## src/rtl/ex_mem_skid_reg_pkg.sv

```systemverilog
// Shared widths and helpers for the EX/MEM pipeline boundary.
// The bundle is packed as {ovf, pc, write_data, mem_we, mem_re, waddr, wen, result}.
package ex_mem_skid_reg_pkg;

  localparam int DATA_W = 32;
  localparam int PC_W   = 32;
  localparam int ENTRIES = 2;

  // Packed bundle width for a given register-address width.
  function automatic int bundle_width(input int addr_w);
    return 1 + PC_W + DATA_W + 1 + 1 + addr_w + 1 + DATA_W;
  endfunction

endpackage

```

## src/rtl/ex_mem_skid_reg_skid_entry.sv

```systemverilog
// One buffer entry: a valid bit plus the packed bundle.
// Clear wins over load; data is only written on load, so an idle entry holds its contents.
module skid_entry #(
  parameter int W = 32
) (
  input  logic         clk,
  input  logic         rst,
  input  logic         load,
  input  logic         clear,
  input  logic [W-1:0] d,
  output logic         valid,
  output logic [W-1:0] q
);

  // Entry register: reset zeroes everything, clear drops only the valid bit.
  always_ff @(posedge clk) begin
    if (!rst) begin
      valid <= 1'b0;
      q     <= '0;
    end else if (clear) begin
      valid <= 1'b0;
    end else if (load) begin
      valid <= 1'b1;
      q     <= d;
    end
  end

endmodule

```

## src/rtl/ex_mem_skid_reg.sv

```systemverilog
// EX/MEM pipeline register with a 2-entry skid buffer and precise overflow exception.
// ex_ready depends only on registered state, so a MEM stall never reaches EX in the same cycle.
// Optional macro EX_MEM_FORWARD_EN adds the fwd_valid/fwd_addr/fwd_data bypass outputs.
module ex_mem_skid_reg
  import ex_mem_skid_reg_pkg::*;
#(
  parameter int ADDR_W = 5,
  parameter int DEPTH  = 2
) (
  input  logic              clk,
  input  logic              rst,
  input  logic              flush,
  input  logic              ex_valid,
  output logic              ex_ready,
  input  logic [DATA_W-1:0] ex_result,
  input  logic              ex_overflow,
  input  logic [PC_W-1:0]   ex_pc,
  input  logic              ex_reg_write_en,
  input  logic [ADDR_W-1:0] ex_reg_write_addr,
  input  logic              ex_mem_read_en,
  input  logic              ex_mem_write_en,
  input  logic [DATA_W-1:0] ex_mem_write_data,
  output logic              mem_valid,
  input  logic              mem_ready,
  output logic [DATA_W-1:0] mem_result,
  output logic [PC_W-1:0]   mem_pc,
  output logic              mem_reg_write_en,
  output logic [ADDR_W-1:0] mem_reg_write_addr,
  output logic              mem_mem_read_en,
  output logic              mem_mem_write_en,
  output logic [DATA_W-1:0] mem_mem_write_data,
  output logic              exc_overflow,
`ifdef EX_MEM_FORWARD_EN
  output logic              fwd_valid,
  output logic [ADDR_W-1:0] fwd_addr,
  output logic [DATA_W-1:0] fwd_data,
`endif
  output logic [PC_W-1:0]   exc_pc
);

  localparam int BW = bundle_width(ADDR_W);

  // The buffer is a fixed main+skid pair; any other depth is a configuration error.
  if (DEPTH != ENTRIES) begin : g_depth_check
    $error("ex_mem_skid_reg: DEPTH must be 2");
  end

  // An overflowing instruction keeps result/pc/addr but loses all architectural side effects.
  function automatic logic [BW-1:0] capture_bundle(
    input logic              ovf,
    input logic [PC_W-1:0]   pc,
    input logic [DATA_W-1:0] wdata,
    input logic              mwe,
    input logic              mre,
    input logic [ADDR_W-1:0] waddr,
    input logic              wen,
    input logic [DATA_W-1:0] result
  );
    return {ovf, pc, wdata, mwe & ~ovf, mre & ~ovf, waddr, wen & ~ovf, result};
  endfunction

  logic          main_valid;
  logic          skid_valid;
  logic [BW-1:0] main_q;
  logic [BW-1:0] skid_q;
  logic [BW-1:0] ex_bundle;
  logic [BW-1:0] main_d;
  logic          main_ovf;
  logic          accept;
  logic          pop;
  logic          load_main;
  logic          load_skid;
  logic          clr_main;
  logic          clr_skid;
  logic          main_from_skid;

  assign ex_bundle = capture_bundle(ex_overflow, ex_pc, ex_mem_write_data, ex_mem_write_en,
                                    ex_mem_read_en, ex_reg_write_addr, ex_reg_write_en,
                                    ex_result);

  assign ex_ready  = rst & ~skid_valid;
  assign mem_valid = rst & main_valid;
  assign accept    = ex_valid & ex_ready;
  assign pop       = mem_valid & mem_ready;

  // Occupancy control: decide which entry loads or clears this cycle, keeping FIFO order.
  always_comb begin
    load_main      = 1'b0;
    load_skid      = 1'b0;
    clr_main       = 1'b0;
    clr_skid       = 1'b0;
    main_from_skid = 1'b0;
    if (flush) begin
      clr_main = 1'b1;
      clr_skid = 1'b1;
    end else if (!main_valid) begin
      load_main = accept;
    end else if (skid_valid) begin
      if (pop) begin
        load_main      = 1'b1;
        main_from_skid = 1'b1;
        clr_skid       = 1'b1;
      end
    end else if (pop) begin
      if (accept) begin
        load_main = 1'b1;
      end else begin
        clr_main = 1'b1;
      end
    end else begin
      load_skid = accept;
    end
  end

  assign main_d = main_from_skid ? skid_q : ex_bundle;

  skid_entry #(.W(BW)) u_main (
    .clk   (clk),
    .rst   (rst),
    .load  (load_main),
    .clear (clr_main),
    .d     (main_d),
    .valid (main_valid),
    .q     (main_q)
  );

  skid_entry #(.W(BW)) u_skid (
    .clk   (clk),
    .rst   (rst),
    .load  (load_skid),
    .clear (clr_skid),
    .d     (ex_bundle),
    .valid (skid_valid),
    .q     (skid_q)
  );

  assign {main_ovf, mem_pc, mem_mem_write_data, mem_mem_write_en, mem_mem_read_en,
          mem_reg_write_addr, mem_reg_write_en, mem_result} = main_q;

  assign exc_overflow = mem_valid & main_ovf & mem_ready;
  assign exc_pc       = mem_pc;

`ifdef EX_MEM_FORWARD_EN
  logic fwd_addr_nz;
  assign fwd_addr_nz = (mem_reg_write_addr != '0);
  assign fwd_valid   = mem_valid & mem_reg_write_en & fwd_addr_nz;
  assign fwd_addr    = fwd_addr_nz ? mem_reg_write_addr : '0;
  assign fwd_data    = fwd_addr_nz ? mem_result : '0;
`endif

endmodule

```

## config.mk

```make
export PLATFORM = sky130hd
export DESIGN_NAME = ex_mem_skid_reg
export DESIGN_NICKNAME = d
export VERILOG_FILES = /design/src/rtl/ex_mem_skid_reg_pkg.sv /design/src/rtl/ex_mem_skid_reg_skid_entry.sv /design/src/rtl/ex_mem_skid_reg.sv
export SDC_FILE = /design/constraint.sdc
export NUM_CORES = 1
export LEC_CHECK = 0
export ABC_AREA = 1
export CAP_MARGIN = 20
export CORE_MARGIN = 1
export CORE_UTILIZATION = 55
export CTS_CLUSTER_DIAMETER = 60
export DETAILED_ROUTE_END_ITERATION = 8
export PLACE_DENSITY = 0.86
export SYNTH_ARGS = -nofsm -noshare
export SYNTH_HDL_FRONTEND = slang
export SYNTH_HIERARCHICAL = 1
export SYNTH_SLANG_ARGS = --single-unit
```

## constraint.sdc

```tcl
create_clock -name clk -period 3.7 [get_ports clk]
set_input_delay 0.74 -clock clk [delete_from_list [all_inputs] [get_ports clk]]
set_output_delay 0.74 -clock clk [all_outputs]
set_load 0.005 [all_outputs]
```

; Word-level counts from Yosys, hierarchy flattened
; Cells that the tools add are included.
[word_totals]
ff_bits = 212
in_bits = 110
output_inout_bits = 139
wordCells = 42
[classes]
mux = 20
n_bitwise = 14
reduce_logical = 4
[ops]
columns = cell, count
row1 = $mux 105, 1
row2 = $mux 1, 19
row3 = $and 1x1->1, 9
row4 = $not 1->1, 5
row5 = $reduce_and 2->1, 2
row6 = $reduce_or 2->1, 2

; Depth between registers and ports, before layout
; Gate-level depths: netlist of run 1.
[depth]
depth_word = 10
mapped_depth = 13

; Modules after synthesis
; The synthesis of run 1 kept the hierarchy.
[modules_own_cells]
columns = module, instances, cells_per_inst, area_per_inst_um2
row1 = skid_entry, 2, 682, 4483.0
row2 = ex_mem_skid_reg, 1, 419, 1994.4

; Worst setup path before layout of run 1
; OpenSTA, ideal clock, no wires.
[synth_path]
kind = input -> register
startpoint = in flush
endpoint = reg u_skid.q[60]
arrival_ps = 2207
required_time_ps = 3587
slack_ps = 1380
stages = 10
cell_sequence = inv_2 buf_2 buf_1 o21ai_0 inv_2 buf_4 buf_2 nand3_1 nand2_1 nor2_1
[synth_via]
elab_chain_cells = 3
word_cells_on_any_way = 4
classes_between = mux: 2 / bitwise: 1 / reduce/logical: 1
[synth_rtl]
columns = element, line_no
row1 = "start, declared", ex_mem_skid_reg.sv:12  ; input logic flush,
row2 = $mux 1, ex_mem_skid_reg.sv:93  ; if (flush) begin
row3 = named net clr_skid, ex_mem_skid_reg.sv:74  ; logic clr_skid;
row4 = $not 1->1 (no source line), --
row5 = $reduce_and 2->1 (no source line), --
row6 = "end signal, assigned", ex_mem_skid_reg_skid_entry.sv:19  ; q <= '0;
row7 = "end signal, assigned", ex_mem_skid_reg_skid_entry.sv:24  ; q <= d;
row8 = "end, declared", ex_mem_skid_reg_skid_entry.sv:12  ; output logic [W-1:0] q
; The timed path passes the listed nets, and every way through them passes these cells.
; A chain may end at the register's enable or synchronous reset.

; Worst setup path in the final report of run 1
[layout_path]
startpoint = in flush
endpoint = reg u_skid.q[89]
; The elaborated chain is that of the path after synthesis.

==> results of run 1 <==
## logic make-up after synthesis
family	Yosys count	synth area share [%]
AOI/OAI and AO/OA	3	0.137
DFF	212	38.7
buffers and inverters	392	15.8
and+or+nand+nor	1176	45.4
## state kept, by name (all words and copies together), names as in the netlist
name          cells
u_main/q        105
u_skid/valid      1
u_skid/q        105
u_main/valid      1
## cell usage after synthesis, drive strengths merged
| master | instances |
|---|---|
| buf | 110 |
| nand2 | 425 |
| clkbuf | 59 |
| o21ai | 3 |
| inv | 223 |
| dfxtp | 212 |
| nand4 | 105 |
| nor2 | 431 |
| nand3 | 214 |
| nor3 | 1 |
## per-stage QoR
stage / cell area, um^2 / hold slack [ps]
floorplan: 11000 / 455
global placement: 13100 / 461
detailed placement: 13100 / 471
CTS: 13800 / 483
global route: 13900 / 496
finish: 13900 / 481
## layer usage
layer  routed length [um]  share of wire [%]  vias to the layer above
met5                    0                  0                        -
met2                14800                 48                      463
met1                12100                 40                     5113
li1                     -                  -                     5680
met3                 2780                9.1                       65
met4                  896                2.9                        0
## area by class of cell
type | instances | area share, %
sequential | 212 | 30.5
clock inverter | 5 | 0.360
inverter | 223 | 6.05
antenna | 1 | 0.0180
timing repair buffer | 268 | 19.6
multi-input combinational | 1179 | 36.0
tap | 265 | 2.38
clock buffer | 35 | 5.06
## layout by cell type, fill, tap and decap left out
cell type	instances
nor2_1	428
nand2_4	1
clkbuf_16	25
o21ai_0	3
clkbuf_8	4
clkdlybuf4s50_1	247
buf_16	2
nand3_4	1
inv_1	218
dfxtp_1	211
nor3_2	1
buf_6	1
nand3_1	213
nand2_1	424
diode_2	1
nand4_1	105
inv_2	2
bufinv_16	1
buf_12	4
nor2_4	3
clkbuf_1	6
clkinv_2	7
dfxtp_4	1
buf_4	14
## final timing paths
path | end | start | slack, ps | depth (start not counted)
setup / recovery | u_skid/q[89] | flush | 850 | 9
hold / removal | u_main/q[60] | u_main/q[60] | 480 | 2
setup reg to reg | u_main/q[15] | u_skid/valid | 1370 | 11
hold reg to reg | u_main/q[60] | u_main/q[60] | 480 | 2
## worst max-delay path, cell delays in order
cell and delay (ps):
clkdlybuf4s50_1 470, clkinv_2 290, buf_4 430, o21ai_0 330, clkinv_2 110, buf_4 500
nand3_1 180, nand2_1 100, nor2_1 50
## power by group through the flow
| stage | Combinational, W | Sequential (W) | Clock (W) |
|---|---|---|---|
| after floorplan | 0.000326 | 0.00240 | 0 |
| after global placement | 0.000593 | 0.00240 | 0 |
| after detailed placement | 0.000602 | 0.00240 | 0 |
| after CTS | 0.000609 | 0.00235 | 0.00233 |
| after global routing | 0.000686 | 0.00236 | 0.00242 |
| final | 0.000617 | 0.00235 | 0.00229 |
==> results.toml, run 1 <==
[outcome]
outcome = "completed"

[power_and_ir_drop]
power.density_nw_per_um2 = 378
power.leakage_nw = 6.55
peakVddDrop_uv = 297
power_frac_comb_pct = 11.7
total_power_w = 0.00526
p_sw_share_pct = 24.0
clock_power_share_pct = 43.6
internal_power_w = 0.00400
seqPwrFrac_pct = 44.7
p_sw_w = 0.00126

[sta]
slew_headroom_pct = 30.9
fin_ws_ps = 849
layout_min_cycle_time_ps = 2850
setup_viol = 0
tns_ps = 0
fin_skew_ps = 14.6
post-route-period-util_pct = 77.1
max_freq_mhz = 351
hold_viol_final = 0
slew_violations = 0
rsz0062_at_grt = "false"
tightest_slew_ps = 1040

[global_routing]
grt_util_met1_pct = 35.9
grt_max_degree = 107
grt_overflow = 0
grt_pass1_wl_um = 49100
grt_use_met3_pct = 5.80
antenna_found_initial = 1
grt_busiest_layer = "met2"
use_met2_pct = 50.7
first_global_vias = 10200
grtUsageTotal_pct = 29.4

[setup_path]
critical_path_class = "input pin to flip-flop"
crit_fanout = 55
worstPathArrival_ps = 3250
start_kind = "input pin"
required_ps = 4100
cp-end-kind = "flip-flop"

[cells_and_area]
fin_cells = 2188
fin_nets = 2018
fill_cells = 1676
seq_area_um2 = 4250
post-route-util_pct = 71.2
syn_to_final_growth_pct = 26.9
drive_above_1_share_pct = 3.49
multi_input_area_um2 = 5010

[run]
cap_violations = 0

[synthesis]
ys_top_cells_by_area = "dfxtp_1, nor2_1, nand2_1"
yosysUniqueCellTypes = 16
synthCells = 1783
postSynthAreaPerCell_um2 = 6.15
netlist_area_um2 = 11000
ys_seq_elements = 212
yosys_warnings = 6
synth_area_leader_cell = "dfxtp_1"
synth_top_area_share_pct = 38.7
ys_seq_area_share_pct = 38.7
postSynthNetCount = 1893

[routing]
drc_errors = 0
drtAntennaViolNets = 0
vias = 11300
dr.pass1.iters = 5
viasPerCell = 5.17
wl_per_cell_um = 14.0
totalWireLength_um = 30700
drt_iter0_markers = 940

[placed_design]
dpl.cell_count = 2144
dp_hpwl_um = 17400
portBuffers = 248
gp_congestion = 0.793
post-place-ws_ps = 352

[clock_network]
ctsHoldBuffers = 0
root_buffer = "clkbuf_16"
cts_resized = 0
cts_tree = "done"
cts_sinks = 212
htreeDepth = 1
cts_max_path_buffers = 3
cts_made_buffers = 24
cts_setup_buffers = 0
insertion_delay_ps = 510
cts.clk_slew.worst_paths_ps = 60

[floorplan]
start_util_pct = 56.1
dieWidth_um = 143
core_area_um2 = 19500
die_area_um2 = 20500
die_h_um = 143
rows = 51
ios = 249

[worst_hold_path]
hp-class = "flip-flop to flip-flop"
No activity file was read; power rests on OpenSTA's default activity.
==> run 2: changes to the inputs <==
--- a/config.mk
+++ b/config.mk
@@ -8,10 +8,10 @@
 export ABC_AREA = 1
 export CAP_MARGIN = 20
 export CORE_MARGIN = 1
-export CORE_UTILIZATION = 55
+export CORE_UTILIZATION = 46
 export CTS_CLUSTER_DIAMETER = 60
 export DETAILED_ROUTE_END_ITERATION = 8
-export PLACE_DENSITY = 0.86
+export PLACE_DENSITY = 0.77
 export SYNTH_ARGS = -nofsm -noshare
 export SYNTH_HDL_FRONTEND = slang
 export SYNTH_HIERARCHICAL = 1
==> constraint.sdc (replaced) <==
create_clock -name clk -period 2.5 [get_ports clk]
set_input_delay 0.5 -clock clk [delete_from_list [all_inputs] [get_ports clk]]
set_output_delay 0.5 -clock clk [all_outputs]
set_load 0.005 [all_outputs]
==> run 2 against run 1 <==
Count of clock-buffer cells in the layout up 5. Non-clock buffer count up 6. Via count down 0.30%. Critical path depth down 5. Worst hold slack worse by 220 ps. Utilization down 11 points. First-iteration DRC count down 14%. Critical path type is now input pin to primary output. Largest power group is now the clock network.
==> results.toml, run 2 (synthesis gave the netlist of run 1 again) <==
[setup_path]
path_buf_inv = 2
crit_fanout = 3
worstPathArrival_ps = 1960
start_kind = "input pin"
cp-end-kind = "primary output"
critical_path_class = "input pin to primary output"
cp_cell_sequence = "clkdlybuf4s50_1 -> nand3_1 -> nor2_1 -> clkdlybuf4s50_1"
path_common_cell = "clkdlybuf4s50_1"
slowest_delay_ps = 560
startpoint = "mem_ready"
required_ps = 2000
crit_family = "buffers and inverters"
timing.rr.start = "u_skid/valid"
crit_slowest_cell = "clkdlybuf4s50_1"

[power_and_ir_drop]
power.leakage_nw = 6.63
power.density_nw_per_um2 = 573
peakVddDrop_uv = 477

[sta]
fin_skew_ps = 12.8
post-route-period-util_pct = 98.2
holdWs_ps = 259
max_freq_mhz = 407
hold_viol_final = 0
tns_ps = 0
slew_headroom_pct = 53.1
setup_viol = 0
rsz0062_at_grt = "false"
tightest_slew_ps = 703
layout_min_cycle_time_ps = 2460
slew_violations = 0
fin_ws_ps = 44.8

[floorplan]
dieWidth_um = 156
ios = 249
rows = 56
die_h_um = 156
start_util_pct = 46.8
die_area_um2 = 24400
core_area_um2 = 23400

[clock_network]
cts_setup_buffers = 0
cts_resized = 0
root_buffer = "clkbuf_16"
cts_sinks = 212
cts_max_path_buffers = 3
cts_made_buffers = 25
ctsHoldBuffers = 0
insertion_delay_ps = 520
cts_tree = "done"
cts.clk_slew.worst_paths_ps = 60
htreeDepth = 1

[run]
cap_violations = 0

[placed_design]
portBuffers = 248
dp_hpwl_um = 18300
gp_congestion = 0.777
post-place-ws_ps = 22.2

[cells_and_area]
final_common_cell = "nor2_1"
syn_to_final_growth_pct = 29.0
drive_above_1_share_pct = 4.03
fin_nets = 2025
fill_cells = 2186
final_cell_mix = "nor2_1, nand2_1, clkdlybuf4s50_1"
post-route-util_pct = 60.4
reg.largest.list = "u_main/q: 105 flops, u_skid/q: 105 flops"

[routing]
viasPerCell = 5.01
wl_per_cell_um = 13.9
drt_iter0_markers = 812
drtAntennaViolNets = 0
drc_errors = 0
dr.pass1.iters = 5
totalWireLength_um = 31200
vias = 11300

[outcome]
outcome = "completed"

[global_routing]
grt_max_degree = 120
grt_pass1_wl_um = 50600
grtUsageTotal_pct = 25.3
antenna_found_initial = 1
grt_overflow = 0
first_global_vias = 10300

[worst_hold_path]
hp-class = "input pin to flip-flop"
hp-start = "rst"
==> run 2: where the power goes <==
part	switching (W)	leakage (nW)	internal, W	total (W)
Clock	0.00141	0.418	0.00228	0.00370
Combinational	0.000473	4.50	0.000449	0.000921
Sequential	0.0000392	1.72	0.00344	0.00348
==> run 2: layer usage <==
| metal | routed length [um] | up-vias | global-route usage [%] |
|---|---|---|---|
| met4 | 696 | 0 | 7.56 |
| met2 | 14900 | 443 | 44.0 |
| met5 | 0 | - | 0 |
| met3 | 2540 | 51 | 5.26 |
| met1 | 13100 | 5095 | 31.2 |
| li1 | - | 5698 | - |
==> run 2: final timing paths <==
check	end	cells after the start	slack, ps
setup / recovery	exc_overflow	4	40
hold / removal	u_main/q[104]	3	260
hold reg to reg	u_main/q[62]	2	480
setup reg to reg	u_skid/q[19]	7	640
==> run 2: layout make-up <==
class	instances	area, um^2	area share [%]
Antenna cell	1	2.50	0.0177
Clock buffer	40	762	5.39
Clock inverter	6	83.8	0.593
Inverter	223	842	5.96
Multi-Input combinational cell	1179	5010	35.4
Sequential cell	212	4250	30.0
Tap cell	319	399	2.82
Timing Repair Buffer	274	2790	19.7
==> run 2: worst reg2reg max path, cell delays in order, from the launching register on <==
cell and delay (ps):
dfxtp_4 360, inv_1 80, nand3_1 120, nor3_2 310
buf_12 440, nand3_1 250, nand2_1 120, nor2_1 60
==> run 2: stage by stage <==
step | power (W) | cell area (um^2) | std cells
floorplan | 0.00404 | 11000 | 1783
global placement | 0.00446 | 13300 | 2207
detailed placement | 0.00447 | 13300 | 2207
CTS | 0.00819 | 14100 | 2253
global route | 0.00843 | 14100 | 2254
finish | 0.00810 | 14100 | 2254
==> run 3: changes to the inputs <==
--- a/config.mk
+++ b/config.mk
@@ -6,7 +6,7 @@
 export NUM_CORES = 1
 export LEC_CHECK = 0
 export ABC_AREA = 1
-export CAP_MARGIN = 20
+export CAP_MARGIN = 15
 export CORE_MARGIN = 1
 export CORE_UTILIZATION = 46
 export CTS_CLUSTER_DIAMETER = 60
==> results of run 3 <==
Same layout as run 2: the final DEF is identical, and so are final timing and power.
